[src/rtl/muldiv_unit.sv]
// Iterative multiply/divide unit holding the HI/LO register pair.
// One shared 2*WIDTH accumulator serves shift-add multiply and restoring divide.
module muldiv_unit #(
    parameter int WIDTH  = 32,
    parameter int UNROLL = 1
) (
    input  logic             clk,
    input  logic             reset,
    input  logic             start,
    input  logic [2:0]       op,
    input  logic [WIDTH-1:0] rs_data,
    input  logic [WIDTH-1:0] rt_data,
    output logic             busy,
    output logic             done,
    output logic             div_by_zero,
    output logic [WIDTH-1:0] hi,
    output logic [WIDTH-1:0] lo
);
    localparam int N  = WIDTH / UNROLL;
    localparam int CW = $clog2(N + 1);

    localparam logic [2:0] OP_MTHI = 3'b100;
    localparam logic [2:0] OP_MTLO = 3'b101;

    typedef enum logic [1:0] {IDLE, RUN, FIX} state_t;

    state_t             state, state_next;
    logic [CW-1:0]      cnt;
    logic [2*WIDTH-1:0] acc, acc_next;
    logic [WIDTH-1:0]   mag;
    logic               is_div, neg_q, neg_r, dz;

    function automatic logic [WIDTH-1:0] magnitude(input logic [WIDTH-1:0] x,
                                                    input logic is_signed);
        return (is_signed && x[WIDTH-1]) ? ~x + WIDTH'(1) : x;
    endfunction

    function automatic logic [WIDTH-1:0] neg_w(input logic [WIDTH-1:0] x, input logic n);
        return n ? ~x + WIDTH'(1) : x;
    endfunction

    function automatic logic [2*WIDTH-1:0] neg_2w(input logic [2*WIDTH-1:0] x, input logic n);
        return n ? ~x + (2*WIDTH)'(1) : x;
    endfunction

    // acc = {partial product, multiplier} for multiply, {remainder, quotient} for divide
    function automatic logic [2*WIDTH-1:0] step(input logic [2*WIDTH-1:0] a,
                                                input logic [WIDTH-1:0]   m,
                                                input logic               div);
        logic [WIDTH:0] t;
        if (div) begin
            t = {a[2*WIDTH-1:WIDTH], a[WIDTH-1]};
            if (t >= {1'b0, m})
                return {WIDTH'(t - {1'b0, m}), a[WIDTH-2:0], 1'b1};
            return {t[WIDTH-1:0], a[WIDTH-2:0], 1'b0};
        end
        t = {1'b0, a[2*WIDTH-1:WIDTH]} + (a[0] ? {1'b0, m} : '0);
        return {t, a[WIDTH-1:1]};
    endfunction

    always_comb begin
        acc_next = acc;
        for (int i = 0; i < UNROLL; i++) begin
            acc_next = step(acc_next, mag, is_div);
        end
    end

    always_ff @(posedge clk or negedge reset) begin
        if (!reset) state <= IDLE;
        else        state <= state_next;
    end

    always_comb begin
        state_next = state;
        case (state)
            IDLE:    if (start && !op[2]) state_next = RUN;
            RUN:     if (cnt == CW'(1)) state_next = FIX;
            FIX:     state_next = IDLE;
            default: state_next = IDLE;
        endcase
    end

    always_ff @(posedge clk or negedge reset) begin
        if (!reset) begin
            cnt         <= '0;
            acc         <= '0;
            mag         <= '0;
            is_div      <= 1'b0;
            neg_q       <= 1'b0;
            neg_r       <= 1'b0;
            dz          <= 1'b0;
            hi          <= '0;
            lo          <= '0;
            busy        <= 1'b0;
            done        <= 1'b0;
            div_by_zero <= 1'b0;
        end else begin
            done        <= 1'b0;
            div_by_zero <= 1'b0;
            case (state)
                IDLE: begin
                    if (start && !op[2]) begin
                        // op[0]=0 marks the signed variants (MULT, DIV)
                        is_div <= op[1];
                        mag    <= magnitude(rt_data, !op[0]);
                        acc    <= {{WIDTH{1'b0}}, magnitude(rs_data, !op[0])};
                        neg_q  <= !op[0] && (rs_data[WIDTH-1] ^ rt_data[WIDTH-1]);
                        neg_r  <= !op[0] && rs_data[WIDTH-1];
                        dz     <= op[1] && (rt_data == '0);
                        cnt    <= CW'(N);
                        busy   <= 1'b1;
                    end else if (start && op == OP_MTHI) begin
                        hi <= rs_data;
                    end else if (start && op == OP_MTLO) begin
                        lo <= rs_data;
                    end
                end
                RUN: begin
                    acc <= acc_next;
                    cnt <= cnt - CW'(1);
                end
                FIX: begin
                    if (is_div) begin
                        hi <= neg_w(acc[2*WIDTH-1:WIDTH], neg_r);
                        lo <= dz ? '1 : neg_w(acc[WIDTH-1:0], neg_q);
                    end else begin
                        {hi, lo} <= neg_2w(acc, neg_q);
                    end
                    busy        <= 1'b0;
                    done        <= 1'b1;
                    div_by_zero <= dz;
                end
                default: ;
            endcase
        end
    end
endmodule

[config.mk]
export PLATFORM = sky130hd
export DESIGN_NAME = muldiv_unit
export DESIGN_NICKNAME = d
export VERILOG_FILES = /design/src/rtl/muldiv_unit.sv
export SDC_FILE = /design/constraint.sdc
export NUM_CORES = 1
export LEC_CHECK = 0
export CELL_PAD_IN_SITES_DETAIL_PLACEMENT = 0
export CELL_PAD_IN_SITES_GLOBAL_PLACEMENT = 1
export CORE_MARGIN = 2
export CORE_UTILIZATION = 25
export DETAILED_ROUTE_END_ITERATION = 7
export HOLD_SLACK_MARGIN = 0.08
export PLACE_DENSITY_LB_ADDON = 0.25
export SLEW_MARGIN = 20
export SYNTH_ARGS = -nofsm -noshare
export SYNTH_HDL_FRONTEND = slang
export SYNTH_SLANG_ARGS = --single-unit
[constraint.sdc]
create_clock -name clk -period 3.84 [get_ports clk]
set_clock_uncertainty 0.15 [all_clocks]
set_input_delay 0.384 -clock clk [delete_from_list [all_inputs] [get_ports clk]]
set_output_delay 0.384 -clock clk [all_outputs]
set_load 0.1 [all_outputs]
==> results of run 1 <==
cell type report:
class,count,area [um^2]
sequential,175,4380
inverter,66,251
timing repair buffer,256,2290
multi-input combinational,1459,9280
tap,756,946
clock buffer,20,457
clock inverter,11,109
fill,6156,38700
registers in the layout (all words and copies together), names as in the netlist:
signal,flops
acc,64
busy,1
cnt,6
div_by_zero,1
done,1
dz,1
hi,32
is_div,1
lo,32
mag,32
neg_q,1
neg_r,1
state,2
Yosys cell counts, types with 13 or more instances:
cell type / count / area [um^2]
o22ai_1: 36 / 225
clkbuf_1: 99 / 372
a21oi_1: 133 / 666
nor3_1: 38 / 190
mux2i_1: 46 / 460
or3_1: 17 / 106
dfrtp_1: 175 / 4380
nand3_1: 26 / 130
ha_1: 70 / 876
nand2_1: 218 / 818
o21ai_0: 210 / 1050
xor2_1: 67 / 587
nor4_1: 19 / 119
a211oi_1: 17 / 128
nand2b_1: 22 / 138
inv_1: 65 / 244
o211ai_1: 30 / 225
o31ai_1: 21 / 158
nor2_1: 149 / 559
a22oi_1: 13 / 97.6
a21o_1: 34 / 255
xnor2_1: 87 / 762
a31oi_1: 18 / 113
or4_1: 16 / 120
worst paths after layout:
path | start | end | slack, ns
worst min register to register | cnt[5] | cnt[5] | 0.33
max in group asynchronous | reset | acc[21] | 2.26
min in group clk | cnt[5] | cnt[5] | 0.33
worst max-delay path | mag[6] | acc[63] | 0.07
worst max register to register | mag[6] | acc[63] | 0.07
worst min-delay path | reset | hi[7] | 0.32
per-layer routing:
| layer | global-route usage | wire, um | vias to the layer above |
|---|---|---|---|
| met3 | 0.0289 | 2350 | 49 |
| met4 | 0.0521 | 989 | 0 |
| met2 | 0.306 | 25500 | 341 |
| met5 | 0 | 0 | - |
| met1 | 0.257 | 26600 | 6760 |
| li1 | - | - | 6867 |
stage by stage:
stage	util	cell area, um^2
final	0.314	17700
after detailed placement	0.302	17100
after floorplan	-	14300
after CTS	0.313	17600
after global routing	0.314	17700
after global placement	0.302	17100
logic make-up (layout without fill, tap and decap cells):
kind of cell	after synthesis	after routing	share of synthesized area
compound gates	601	601	0.259
simple gates	586	586	0.196
buf+inv	178	353	0.0480
flops	175	175	0.307
xor+xnor	154	154	0.0945
fa+ha+maj	72	72	0.0642
mux	46	46	0.0323
critical path, cell delays in order, from the launching register on:
cell,delay [ns]
dfrtp_1,0.40
inv_1,0.14
ha_1,0.31
a21oi_2,0.16
o21ai_1,0.14
or3b_2,0.46
a21o_1,0.21
a311oi_4,0.39
buf_4,0.19
nor3_1,0.06
o21ai_1,0.24
a2111oi_0,0.16
nor4_1,0.55
a2111oi_1,0.09
what timing repair did:
action                                 4_1_cts  5_1_grt
hold buffers                                 1        0
setup endpoints to repair                   17       28
pin swaps                                    1        5
endpoints found under the hold margin       81        0
cloned                                       0        0
setup buffers                                0        4
resized for setup                            3       14
==> results_dict.tcl, run 1 <==
set metrics [dict create \
    start_util 0.253 \
    synth_edf_count 0 \
    grt_pass1_wl_um 84600 \
    die_w_um 243 \
    rr_worst_depth 13 \
    gp_congestion 0.917 \
    synth_ff_type "dfrtp_1" \
    drive_above_1_share 0.0981 \
    core-area_um2 56400 \
    grt_usage 0.188 \
    setup.worst_path.end_class "register" \
    path_clk_slew_ns 0.07 \
    drtIter0Drc 874 \
    drcViolationCount 0 \
    slew_headroom 0.310 \
    setup_ws_ns 0.0681 \
    port_buffers 136 \
    crit_fanout 5 \
    vias_per_cell 5.11 \
    synthCells 1812 \
    antenna_found_initial 0 \
    fin_cells 2743 \
    cts-root-buf "clkbuf_16" \
    dr.pass1.iters 7 \
    slew_violations 0 \
    ys_seq_elements 175 \
    cts_buffers 17 \
    die_area_um2 59000 \
    syn_avg_cell_area_um2 7.88 \
    synth_area_um2 14300 \
    grt.overflow.total 0 \
    ys.warnings.count 0 \
    area_delta_synth_final_pct 24.1 \
    yosys.cell_types.count 77 \
    dpl_worst_slack_ns -0.222 \
    drt-wirelength-per-cell_um 20.2 \
    clk_latency_ns 0.50 \
    status "finished clean" \
    layout_common_cells "nand2_1, o21ai_0, dfrtp_1" \
    ys_seq_area_frac 0.307 \
    hold_viol 0 \
    grt_pass1_vias 13800 \
    cts_tree "done" \
    hold_class "in2async" \
    dp_cells 2707 \
    htree_levels 4 \
    fin_setup_tns_ns 0 \
    synth_fp_nets 1954 \
    row_count 87 \
    period_minus_slack_ns 3.77 \
    worst_pin_slew_ns 1.03 \
    fin_crit_sh 0.982 \
    die_h_um 243 \
    hold_ws_ns 0.325 \
    cap_violations 0 \
    clk_path_buf_depth 2 \
    layout.nets 2117 \
    dp_hpwl_um 42300 \
    crit_arrival_ns 3.98 \
    clkSinkCount 175 \
    routed_wirelength_um 55400 \
    antenna_cells 0 \
    setup_violations 0 \
    vias 14000 \
    critical_path_required_ns 4.04 \
    async_reset_ff_frac 1.00 \
    crit_path_start_kind "register" \
    final_common_cell "nand2_1" \
    grt_max_degree 87 \
    ant_nets 0 \
    fmax_mhz 265 \
    crit_type "reg2reg" \
    boundaryPins 137 \
]
Power of run 1 is not shown: default switching activity piles up to over one toggle a cycle in this logic, so the estimate is an artifact.
==> run 2, diff against run 1 <==
--- a/config.mk
+++ b/config.mk
@@ -9,6 +9,7 @@
 export CELL_PAD_IN_SITES_GLOBAL_PLACEMENT = 1
 export CORE_MARGIN = 2
 export CORE_UTILIZATION = 25
+export CTS_CLUSTER_SIZE = 25
 export DETAILED_ROUTE_END_ITERATION = 7
 export HOLD_SLACK_MARGIN = 0.08
 export PLACE_DENSITY_LB_ADDON = 0.25
==> results of run 2 <==
No change in the layout: final DEF, timing and power equal those of run 1.
Power of run 2 is left out for the same reason.
